[config.mk]
export PLATFORM = sky130hd
export DESIGN_NAME = tdm_demux8
export DESIGN_NICKNAME = d
export VERILOG_FILES = /design/src/rtl/tdm_demux8.sv
export SDC_FILE = /design/constraint.sdc
export NUM_CORES = 1
export LEC_CHECK = 0
export ABC_CLOCK_PERIOD_IN_PS = 1500
export CAP_MARGIN = 15
export CORE_ASPECT_RATIO = 0.7
export CORE_UTILIZATION = 40
export CTS_CLUSTER_SIZE = 12
export DETAILED_ROUTE_END_ITERATION = 8
export GPL_TIMING_DRIVEN = 0
export PLACE_DENSITY = 0.78
export REMOVE_ABC_BUFFERS = 1
export SYNTH_ARGS = -nofsm -noshare
export SYNTH_HDL_FRONTEND = slang
export SYNTH_SLANG_ARGS = --single-unit
export TNS_END_PERCENT = 100
[constraint.sdc]
create_clock -name clk -period 1.5 [get_ports clk]
set_input_delay 0.225 -clock clk [delete_from_list [all_inputs] [get_ports clk]]
set_output_delay 0.225 -clock clk [all_outputs]
set_load 0.01 [all_outputs]
[src/rtl/tdm_demux8.sv]
// tdm_demux8: receive-side 1-to-8 TDM demultiplexer.
// A serial slot stream (one bit per valid beat, slot 0 marked by sof) is
// collected into a staging register and presented on dout as a complete
// 8-bit frame, with a one-cycle frame_vld pulse on the cycle dout changes.
//
// Handshake: din_vld is a pure qualifier with no back-pressure. A beat is
// consumed on every rising edge where din_vld=1; when din_vld=0, din and sof
// are ignored and all state holds, so gaps of any length are legal.
//
// The FSM has two states, HUNT and LOCKED. The locked output is a direct
// decode of the state register and serves as its debug view.
module tdm_demux8 #(
  parameter bit SOF_EVERY_FRAME = 1'b1
) (
  input  logic       clk,
  input  logic       rst,
  input  logic       din,
  input  logic       din_vld,
  input  logic       sof,
  output logic [7:0] dout,
  output logic       frame_vld,
  output logic [2:0] slot,
  output logic       locked,
  output logic       sync_err
);

  typedef enum logic {
    HUNT   = 1'b0,
    LOCKED = 1'b1
  } state_t;

  state_t     state_q, state_d;
  logic [2:0] slot_q, slot_d;
  // Slots 0..6 are staged; the slot-7 bit goes straight into dout so the
  // completed frame is visible one edge after the last bit is sampled.
  logic [6:0] stage_q, stage_d;
  logic [7:0] dout_q, dout_d;
  logic       frame_vld_q, frame_vld_d;
  logic       sync_err_q, sync_err_d;

  // Next-state and next-output logic for one consumed beat.
  always_comb begin
    state_d     = state_q;
    slot_d      = slot_q;
    stage_d     = stage_q;
    dout_d      = dout_q;
    frame_vld_d = 1'b0;
    sync_err_d  = 1'b0;

    if (din_vld) begin
      case (state_q)
        HUNT: begin
          // Bits before the first sof carry no frame position; drop them.
          if (sof) begin
            stage_d[0] = din;
            slot_d     = 3'd1;
            state_d    = LOCKED;
          end
        end

        LOCKED: begin
          if (slot_q == 3'd0) begin
            // Frame boundary: sof is either mandatory or only used to acquire.
            if (sof || !SOF_EVERY_FRAME) begin
              stage_d[0] = din;
              slot_d     = 3'd1;
            end else begin
              sync_err_d = 1'b1;
              state_d    = HUNT;
              slot_d     = 3'd0;
            end
          end else if (sof) begin
            // Early sof: drop the partial frame and restart at slot 0 in place.
            sync_err_d = 1'b1;
            stage_d[0] = din;
            slot_d     = 3'd1;
          end else if (slot_q == 3'd7) begin
            dout_d      = {din, stage_q};
            frame_vld_d = 1'b1;
            slot_d      = 3'd0;
          end else begin
            for (int i = 1; i < 7; i++) begin
              if (slot_q == 3'(i)) stage_d[i] = din;
            end
            slot_d = slot_q + 3'd1;
          end
        end

        default: begin
          state_d = HUNT;
          slot_d  = 3'd0;
        end
      endcase
    end
  end

  // State and output registers; reset wins over any beat on the same edge.
  always_ff @(posedge clk) begin
    if (rst) begin
      state_q     <= HUNT;
      slot_q      <= 3'd0;
      stage_q     <= 7'd0;
      dout_q      <= 8'h00;
      frame_vld_q <= 1'b0;
      sync_err_q  <= 1'b0;
    end else begin
      state_q     <= state_d;
      slot_q      <= slot_d;
      stage_q     <= stage_d;
      dout_q      <= dout_d;
      frame_vld_q <= frame_vld_d;
      sync_err_q  <= sync_err_d;
    end
  end

  assign dout      = dout_q;
  assign frame_vld = frame_vld_q;
  assign slot      = slot_q;
  assign locked    = (state_q == LOCKED);
  assign sync_err  = sync_err_q;

`ifndef SYNTHESIS
  // A completed frame and a framing error come from exclusive branches.
  a_pulse_excl: assert property (@(posedge clk) disable iff (rst)
    !(frame_vld_q && sync_err_q));
  // The slot counter only advances while locked.
  a_hunt_slot0: assert property (@(posedge clk) disable iff (rst)
    (state_q == HUNT) |-> (slot_q == 3'd0));
`endif

endmodule

==> results of run 1 <==
-- worst register-to-register path: cells and delay by family, from the launching register on --
family,cells,cell delay [ns]
fa+ha+maj,2,0.46
flops,1,0.40
simple gates,2,0.37
compound gates,1,0.13
-- what timing repair did --
action,in CTS,in global routing
pin swaps,2,2
resized for setup,14,13
setup buffers,1,1
endpoints found under the setup margin,15,15
-- layer usage --
metal,vias up,global-route usage,routed length [um]
li1,409,-,-
met2,30,0.303,1010
met4,0,0.0273,18
met1,386,0.217,898
met5,-,0,0
met3,2,0.0671,128
-- registers in the layout, summed over array words and instances (netlist names) --
register / count
locked: 1
stage_q: 7
sync_err: 1
frame_vld: 1
dout: 8
slot: 3
-- final cells by class --
type / instances / area (um^2) / area share
clock inverter: 1 / 5.00 / 0.00388
clock buffer: 3 / 22.5 / 0.0175
timing repair buffer: 20 / 221 / 0.172
sequential: 21 / 435 / 0.338
tap: 32 / 40.0 / 0.0311
multi-input combinational: 77 / 542 / 0.420
inverter: 6 / 22.5 / 0.0175
-- worst paths after layout --
kind / end / slack (ns) / depth (start not counted)
max: dout[3] / 0.08 / 1
min: stage_q[0]$_SDFFE_PP0P_ / 0.37 / 3
max reg2reg: dout[7]$_SDFFE_PP0P_ / 0.08 / 5
min reg2reg: dout[0]$_SDFFE_PP0P_ / 0.46 / 2
-- per-stage QoR --
step	area, um^2	utilization	setup TNS, ns	power, mW	cells
6_report	1290	0.584	0	0.925	160
5_1_grt	1290	0.584	-0.00449	0.982	160
4_1_cts	1220	0.554	0	0.937	159
3_5_place_dp	1170	0.528	-5.15	0.663	154
3_3_place_gp	1170	0.528	-4.51	0.659	154
2_1_floorplan	946	-	-0.408	0.620	104
-- cell usage in the layout, fill, tap and decap left out --
master / instances
a211oi_1: 1
and2_1: 1
o2bb2ai_2: 1
ha_1: 4
a21boi_0: 1
nor3b_1: 3
inv_2: 3
clkinv_2: 1
clkdlybuf4s50_1: 11
nand2_1: 21
mux2i_1: 6
buf_6: 1
a31oi_1: 1
dfxtp_1: 17
or4_4: 1
o21a_1: 1
buf_12: 1
dlymetal6s2s_1: 5
ha_2: 2
and4_4: 1
nand3_1: 5
nor2_1: 3
nand2b_1: 7
o2bb2ai_1: 1
a21oi_1: 10
dfxtp_4: 4
inv_1: 3
dlygate4sd2_1: 2
nand4_1: 4
ha_4: 2
clkbuf_4: 3
nand2b_4: 1
-- power by group --
group          switching [mW]  internal (mW)  total [mW]
clock network           0.173         0.0995       0.272
registers             0.00735          0.559       0.566
logic                  0.0486         0.0380      0.0867
-- kinds of logic after synthesis --
logic type               Yosys count  share of synthesized area
buffers and inverters             11                     0.0428
AO/OA/AOI/OAI                     16                     0.0999
adder cells (fa/ha/maj)            8                      0.104
AND/OR/NAND/NOR                   47                      0.256
multiplexers                       6                     0.0623
flip-flops                        21                      0.436
==> impl_metrics.json, run 1 <==
{
  "status": "completed",
  "grt_pass1_wl_mm": 3.43,
  "die-area_mm2": 0.00262,
  "cp_num_buf_inv": 1,
  "clk_pin_slew_ns": 0.12,
  "path_cells": "clkdlybuf4s50_1",
  "yosysUniqueCellTypes": 22,
  "crit_slowest_cell": "clkdlybuf4s50_1",
  "timing.hold.ws_ns": 0.369,
  "async_reset_ff_frac": 0,
  "rows": 14,
  "yosys-top-cells-count": "dfxtp_1, nand2_1, a21oi_1",
  "synth_ff_type": "dfxtp_1",
  "finalHoldViolCount": 0,
  "initial_core_util": 0.437,
  "synth_top_area_cell": "dfxtp_1",
  "r2r-start": "slot[0]$_SDFFE_PP0P_",
  "synth_edf_count": 0,
  "clockBufferDepth": 2,
  "numPortBuffers": 18,
  "holdBufCountCts": 0,
  "final_nets": 142,
  "area_growth_pct": 33.6,
  "ys_ff_latch": 21,
  "netlist_area_um2": 965,
  "yosysSeqAreaShare": 0.436,
  "design.core.area_mm2": 0.00221,
  "cp_top_family": "buffers and inverters",
  "timing_worst_setup_path_type": "flip-flop to primary output",
  "ctsRootBufferMaster": "clkbuf_4",
  "ant_nets": 0,
  "wl_mm": 2.05,
  "setup_slack_ns": 0.0811,
  "max_slew_margin": 0.579,
  "critPathRequiredTime_ns": 1.27,
  "vias": 827,
  "grt_remaining_overflow": 0,
  "dpl_worst_slack_ns": -0.401,
  "critPathLaunchType": "flip-flop",
  "grt_pass1_vias": 767,
  "cts.sinks": 21,
  "synthTopCellsByArea": "dfxtp_1, ha_1, nand2_1, mux2i_1, a21oi_1",
  "synthCells": 109,
  "worstHoldPathType": "input port to flip-flop",
  "p_leak_nw": 0.551,
  "via_per_inst": 5.17,
  "vdd_drop_max_mv": 0.513,
  "fmax_mhz": 705,
  "arrival_ns": 1.19,
  "critPathMaxFanout": 2,
  "grt_max_degree": 22,
  "p_per_area_mw_per_mm2": 718,
  "track_usage": 0.179,
  "cts_tree": "built",
  "fillers": 223,
  "cts_buffers": 3,
  "num_antenna_cells": 0,
  "place_congestion": 0.891,
  "maxSlewViolCount": 0,
  "yosysTopAreaCellShare": 0.436,
  "worst_pin_slew_ns": 0.632,
  "htree_levels": 1,
  "post-route-period-util": 0.946,
  "post_route_cells_drive_above_1_share": 0.164,
  "die_h_um": 43.1,
  "antenna_found_initial": 0,
  "wire_per_inst_um": 12.8,
  "drc_errors": 0,
  "die_w_um": 60.7,
  "io_pins": 19,
  "clock_skew_ns": 0.0107,
  "worstHoldStart": "sof",
  "avgSynthCellArea_um2": 8.85,
  "clk_latency_ns": 0.31,
  "fin_crit_ns": 1.42,
  "yosys_warnings": 0,
  "setup_viol": 0,
  "crit_start": "dout[3]$_SDFFE_PP0P_",
  "detailed_place_hpwl_mm": 1.48,
  "end_kind": "primary output",
  "first_iter_violations": 38,
  "critical_path.max_stage_delay_ns": 0.53,
  "first_pass_iters": 4,
  "cap_violations": 0
}
No activity file was read; power rests on OpenSTA's default activity.
==> inputs of run 2 (changes only) <==
- CAP_MARGIN: 15 -> 20
- CORE_MARGIN: not set -> 3
==> run 2 against run 1 <==
Against the previous run: final cell count is 0.63% higher; global-route usage shrank 3.8 points; non-clock buffer count is 1 higher; combinational power grew 6.9%; register-to-register slack worse by 0.03 ns; sequential share of layout area is 0.23 points lower; sequential power barely moved; critical path type is now input port to flip-flop; maximum frequency down 4.1%; via count down 2.7%; largest power group unchanged; power up 0.29%; first-iteration DRC count shrank 11%; largest cell class unchanged.
==> impl_metrics.json, run 2 (synthesized netlist as in run 1, its figures left out) <==
{
  "holdBufCountCts": 0,
  "largest_register_ffs": 8,
  "crit_start": "din_vld",
  "ctsRootBufferMaster": "clkbuf_4",
  "dpl_worst_slack_ns": -0.397,
  "detailed_place_hpwl_mm": 1.46,
  "wire_per_inst_um": 13.1,
  "fillers": 202,
  "cts.sinks": 21,
  "critPathMaxFanout": 8,
  "final_nets": 143,
  "design.core.area_mm2": 0.00222,
  "initial_core_util": 0.434,
  "arrival_ns": 1.72,
  "clk_latency_ns": 0.30,
  "via_per_inst": 5.00,
  "status": "completed",
  "p_int_mw": 0.704,
  "ant_nets": 0,
  "clock_skew_ns": 0.00620,
  "place_congestion": 0.888,
  "die-area_mm2": 0.00305,
  "grt_remaining_overflow": 0,
  "drc_errors": 0,
  "post-route-period-util": 0.987,
  "final_cell_mix": "nand2_1, dfxtp_1, clkdlybuf4s50_1, a21oi_1, nand2b_1",
  "clk_pin_slew_ns": 0.12,
  "worstHoldStart": "sof",
  "worstHoldPathType": "input port to flip-flop",
  "grt_pass1_wl_mm": 3.29,
  "fmax_mhz": 676,
  "antenna_found_initial": 0,
  "r2r-start": "slot[0]$_SDFFE_PP0P_",
  "critPathRequiredTime_ns": 1.74,
  "worst_pin_slew_ns": 0.662,
  "setup_viol": 0,
  "die_w_um": 64.7,
  "p_clk_frac": 0.290,
  "timing_worst_setup_path_type": "input port to flip-flop",
  "p_leak_nw": 0.517,
  "io_pins": 19,
  "area_growth_pct": 33.7,
  "setup_slack_ns": 0.0197,
  "finalHoldViolCount": 0,
  "post_route_cells_drive_above_1_share": 0.163,
  "switching_power_mw": 0.224,
  "postLayoutCoreUtil": 0.580,
  "htree_levels": 1,
  "fin_crit_ns": 1.48,
  "end_kind": "flip-flop",
  "power.share.sequential": 0.610,
  "layout_commonest_cell": "nand2_1",
  "max_slew_margin": 0.559,
  "num_antenna_cells": 0,
  "track_usage": 0.141,
  "vdd_drop_max_mv": 0.463,
  "cts_tree": "built",
  "rows": 14,
  "first_pass_iters": 4,
  "numPortBuffers": 18,
  "maxSlewViolCount": 0,
  "grt_pass1_vias": 729,
  "swShare": 0.241,
  "die_h_um": 47.1,
  "pwr-share-comb": 0.100,
  "first_iter_violations": 34,
  "grt_max_degree": 22,
  "vias": 805,
  "p_per_area_mw_per_mm2": 720,
  "wl_mm": 2.11,
  "cts_buffers": 3,
  "clockBufferDepth": 2,
  "critPathLaunchType": "input port",
  "cap_violations": 0
}
## run 2: metal layers
layer	part of all wire	global-route usage
met3	0.054	0.0502
met4	0.013	0.0126
met5	0	0
met1	0.48	0.185
met2	0.45	0.238
## run 2: worst paths after layout
check / slack, ns / cells past startpoint / endpoint
min: 0.38 / 3 / stage_q[0]$_SDFFE_PP0P_
min reg2reg: 0.46 / 2 / dout[2]$_SDFFE_PP0P_
max reg2reg: 0.05 / 6 / slot[2]$_SDFFE_PP0P_
max: 0.02 / 4 / slot[2]$_SDFFE_PP0P_
## run 2: power by group through the flow
stage	Combinational (mW)	Sequential, mW	Clock [mW]
final	0.0927	0.567	0.269
after global routing	0.105	0.568	0.308
after CTS	0.0848	0.568	0.270
after detailed placement	0.0804	0.583	0
after global placement	0.0774	0.582	0
after floorplan	0.0369	0.583	0
## run 2: timing repair
action,CTS,global route
buffers inserted,2,1
resized for setup,11,13
pin swaps,1,1
endpoints found under the setup margin,15,16
## run 2: area by class of cell
class	count	area, um^2	share of cell area
clock buffers	4	26.3	0.0204
inverters	6	22.5	0.0175
multi-input cells	77	556	0.431
flip-flops and latches	21	433	0.336
well taps	32	40.0	0.0310
repair buffers	21	213	0.165
## run 2: worst max-delay path: stages
cell and delay (ns):
clkdlybuf4s50_1 0.62, nand2_1 0.17, or4_4 0.54, o2bb2ai_4 0.16
## run 2: metrics by stage
| stage | power, mW | setup TNS, ns | std cells | hold slack [ns] | cell area, um^2 |
|---|---|---|---|---|---|
| 3_5_place_dp | 0.663 | -5.41 | 154 | 0.447 | 1170 |
| 6_report | 0.928 | 0 | 161 | 0.381 | 1290 |
| 4_1_cts | 0.923 | -0.0422 | 160 | 0.462 | 1220 |
| 3_3_place_gp | 0.660 | -4.71 | 154 | 0.441 | 1170 |
| 2_1_floorplan | 0.620 | -0.408 | 104 | 0.294 | 946 |
| 5_1_grt | 0.981 | -0.00931 | 161 | 0.365 | 1290 |
==> inputs of run 3 (changes only) <==
- CORE_MARGIN: 3 -> 5
==> run 3 against run 2 <==
Against the previous run: first-iteration DRC count grew 35%; critical path depth up 2; clock power up 2%; final cell count up 0.62%; final area grew 1.8%; power up 0.77%; maximum frequency is 1.8% higher; register-to-register slack hardly changed; hold slack improved by 0.028 ns; non-clock buffer count rose by 1.
==> impl_metrics.json, run 3 (synthesized netlist as in run 1, its figures left out) <==
{
  "status": "completed",
  "critPathMaxFanout": 5,
  "cts.sinks": 21,
  "cts_buffers": 3,
  "die_w_um": 68.7,
  "first_pass_iters": 4,
  "post-route-period-util": 0.969,
  "fin_crit_ns": 1.45,
  "die_h_um": 51.1,
  "worstHoldPathType": "input port to flip-flop",
  "largest_register_ffs": 8,
  "clk_latency_ns": 0.31,
  "via_per_inst": 5.12,
  "setup_tns_ns": 0,
  "setup_viol": 0,
  "io_pins": 19,
  "clk_pin_slew_ns": 0.11,
  "grt_max_degree": 22,
  "rr_worst_depth": 6,
  "fin_area_mm2": 0.00131,
  "antenna_found_initial": 0,
  "timing_worst_setup_path_type": "flip-flop to flip-flop",
  "design.core.area_mm2": 0.00222,
  "reg2reg_to": "slot[1]$_SDFFE_PP0P_",
  "cts_tree": "built",
  "initial_core_util": 0.434,
  "critPathRequiredTime_ns": 1.74,
  "p_per_area_mw_per_mm2": 712,
  "numPortBuffers": 18,
  "final_nets": 144,
  "clockBufferDepth": 2,
  "critical_path.max_stage_delay_ns": 0.51,
  "final_cell_mix": "nand2_1, dfxtp_1, clkdlybuf4s50_1, a21oi_1, nand2b_1",
  "vias": 830,
  "grt_pass1_vias": 756,
  "dpl.cell_count": 154,
  "path_cells": "inv_4, ha_4, nand2b_4, inv_2, or4_4, o2bb2ai_2",
  "end_kind": "flip-flop",
  "detailed_place_hpwl_mm": 1.49,
  "grt_pass1_wl_mm": 3.63,
  "layout_commonest_cell": "nand2_1",
  "vdd_drop_max_mv": 0.430,
  "crit_slowest_cell": "or4_4",
  "area_growth_pct": 36.2,
  "wire_per_inst_um": 14.4,
  "first_iter_violations": 46,
  "ant_nets": 0,
  "arrival_ns": 1.70,
  "post_route_cells_drive_above_1_share": 0.185,
  "num_antenna_cells": 0,
  "place_congestion": 0.867,
  "die-area_mm2": 0.00351,
  "postPlaceCellArea_mm2": 0.00117,
  "drc_errors": 0,
  "cap_violations": 0,
  "r2r-start": "slot[1]$_SDFFE_PP0P_",
  "clock_skew_ns": 0.00383,
  "crit_start": "slot[1]$_SDFFE_PP0P_",
  "finalHoldViolCount": 0,
  "track_usage": 0.137,
  "max_slew_margin": 0.559,
  "fillers": 213,
  "wl_mm": 2.33,
  "timing.reg2reg.setup_slack_ns": 0.05,
  "fin_cells": 162,
  "htree_levels": 1,
  "setup.worst_path.end": "slot[1]$_SDFFE_PP0P_",
  "worst_pin_slew_ns": 0.662,
  "grt_remaining_overflow": 0,
  "critPathLaunchType": "flip-flop",
  "ctsRootBufferMaster": "clkbuf_4",
  "p_leak_nw": 0.543,
  "fmax_mhz": 688,
  "maxSlewViolCount": 0,
  "rows": 14,
  "timing.hold.ws_ns": 0.409
}
==> run 3: area by class of cell <==
class	count	area, um^2	share of cell area
repair buffers	22	223	0.170
clock buffers	4	26.3	0.0200
well taps	32	40.0	0.0305
multi-input cells	77	564	0.430
inverters	6	25.0	0.0190
flip-flops and latches	21	435	0.331
==> run 3: per-stage QoR <==
stage / setup WS (ns) / power [mW] / util
after floorplan: -0.0593 / 0.620 / -
after global placement: -0.341 / 0.659 / 0.524
after detailed placement: -0.397 / 0.662 / 0.524
after CTS: -0.0436 / 0.942 / 0.554
after global routing: -0.0130 / 0.980 / 0.591
final: 0.0466 / 0.935 / 0.591
==> run 3: how the worst min path moves through the flow <==
stage | slack (ns) | depth (start not counted) | end | start
6_report | 0.41 | 3 | slot[0]$_SDFFE_PP0P_ | sof
3_5_place_dp | 0.45 | 2 | dout[0]$_SDFFE_PP0P_ | dout[0]$_SDFFE_PP0P_
5_1_grt | 0.40 | 3 | slot[0]$_SDFFE_PP0P_ | sof
4_1_cts | 0.46 | 2 | dout[0]$_SDFFE_PP0P_ | dout[0]$_SDFFE_PP0P_
2_1_floorplan | 0.29 | 1 | dout[0]$_SDFFE_PP0P_ | rst
3_3_place_gp | 0.44 | 2 | dout[0]$_SDFFE_PP0P_ | stage_q[0]$_SDFFE_PP0P_
==> run 3: power by group <==
group	switching (mW)	internal, mW
Sequential	0.00711	0.559
Combinational	0.0541	0.0414
Clock	0.170	0.104
==> run 3: critical path: cells and delay by family (launching register included) <==
family | cells | cell delay, ns
and+or+nand+nor | 2 | 0.59
buffers and inverters | 2 | 0.09
DFF | 1 | 0.41
adders and majority gates | 1 | 0.16
AOI/OAI and AO/OA | 1 | 0.13
==> run 3: routing by layer <==
metal  up-vias  part of all wire  global-route usage
met2        22              0.48               0.211
met5         -                 0                   0
met1       397              0.45               0.175
li1        409                 -                   -
met3         2             0.064              0.0636
met4         0            0.0047              0.0324
==> run 3: what timing repair did <==
| action | 4_1_cts | 5_1_grt |
|---|---|---|
| setup buffers | 3 | 1 |
| endpoints found under the setup margin | 15 | 18 |
| hold buffers | 0 | 0 |
| pin swaps | 0 | 4 |
| gates resized for setup | 10 | 19 |
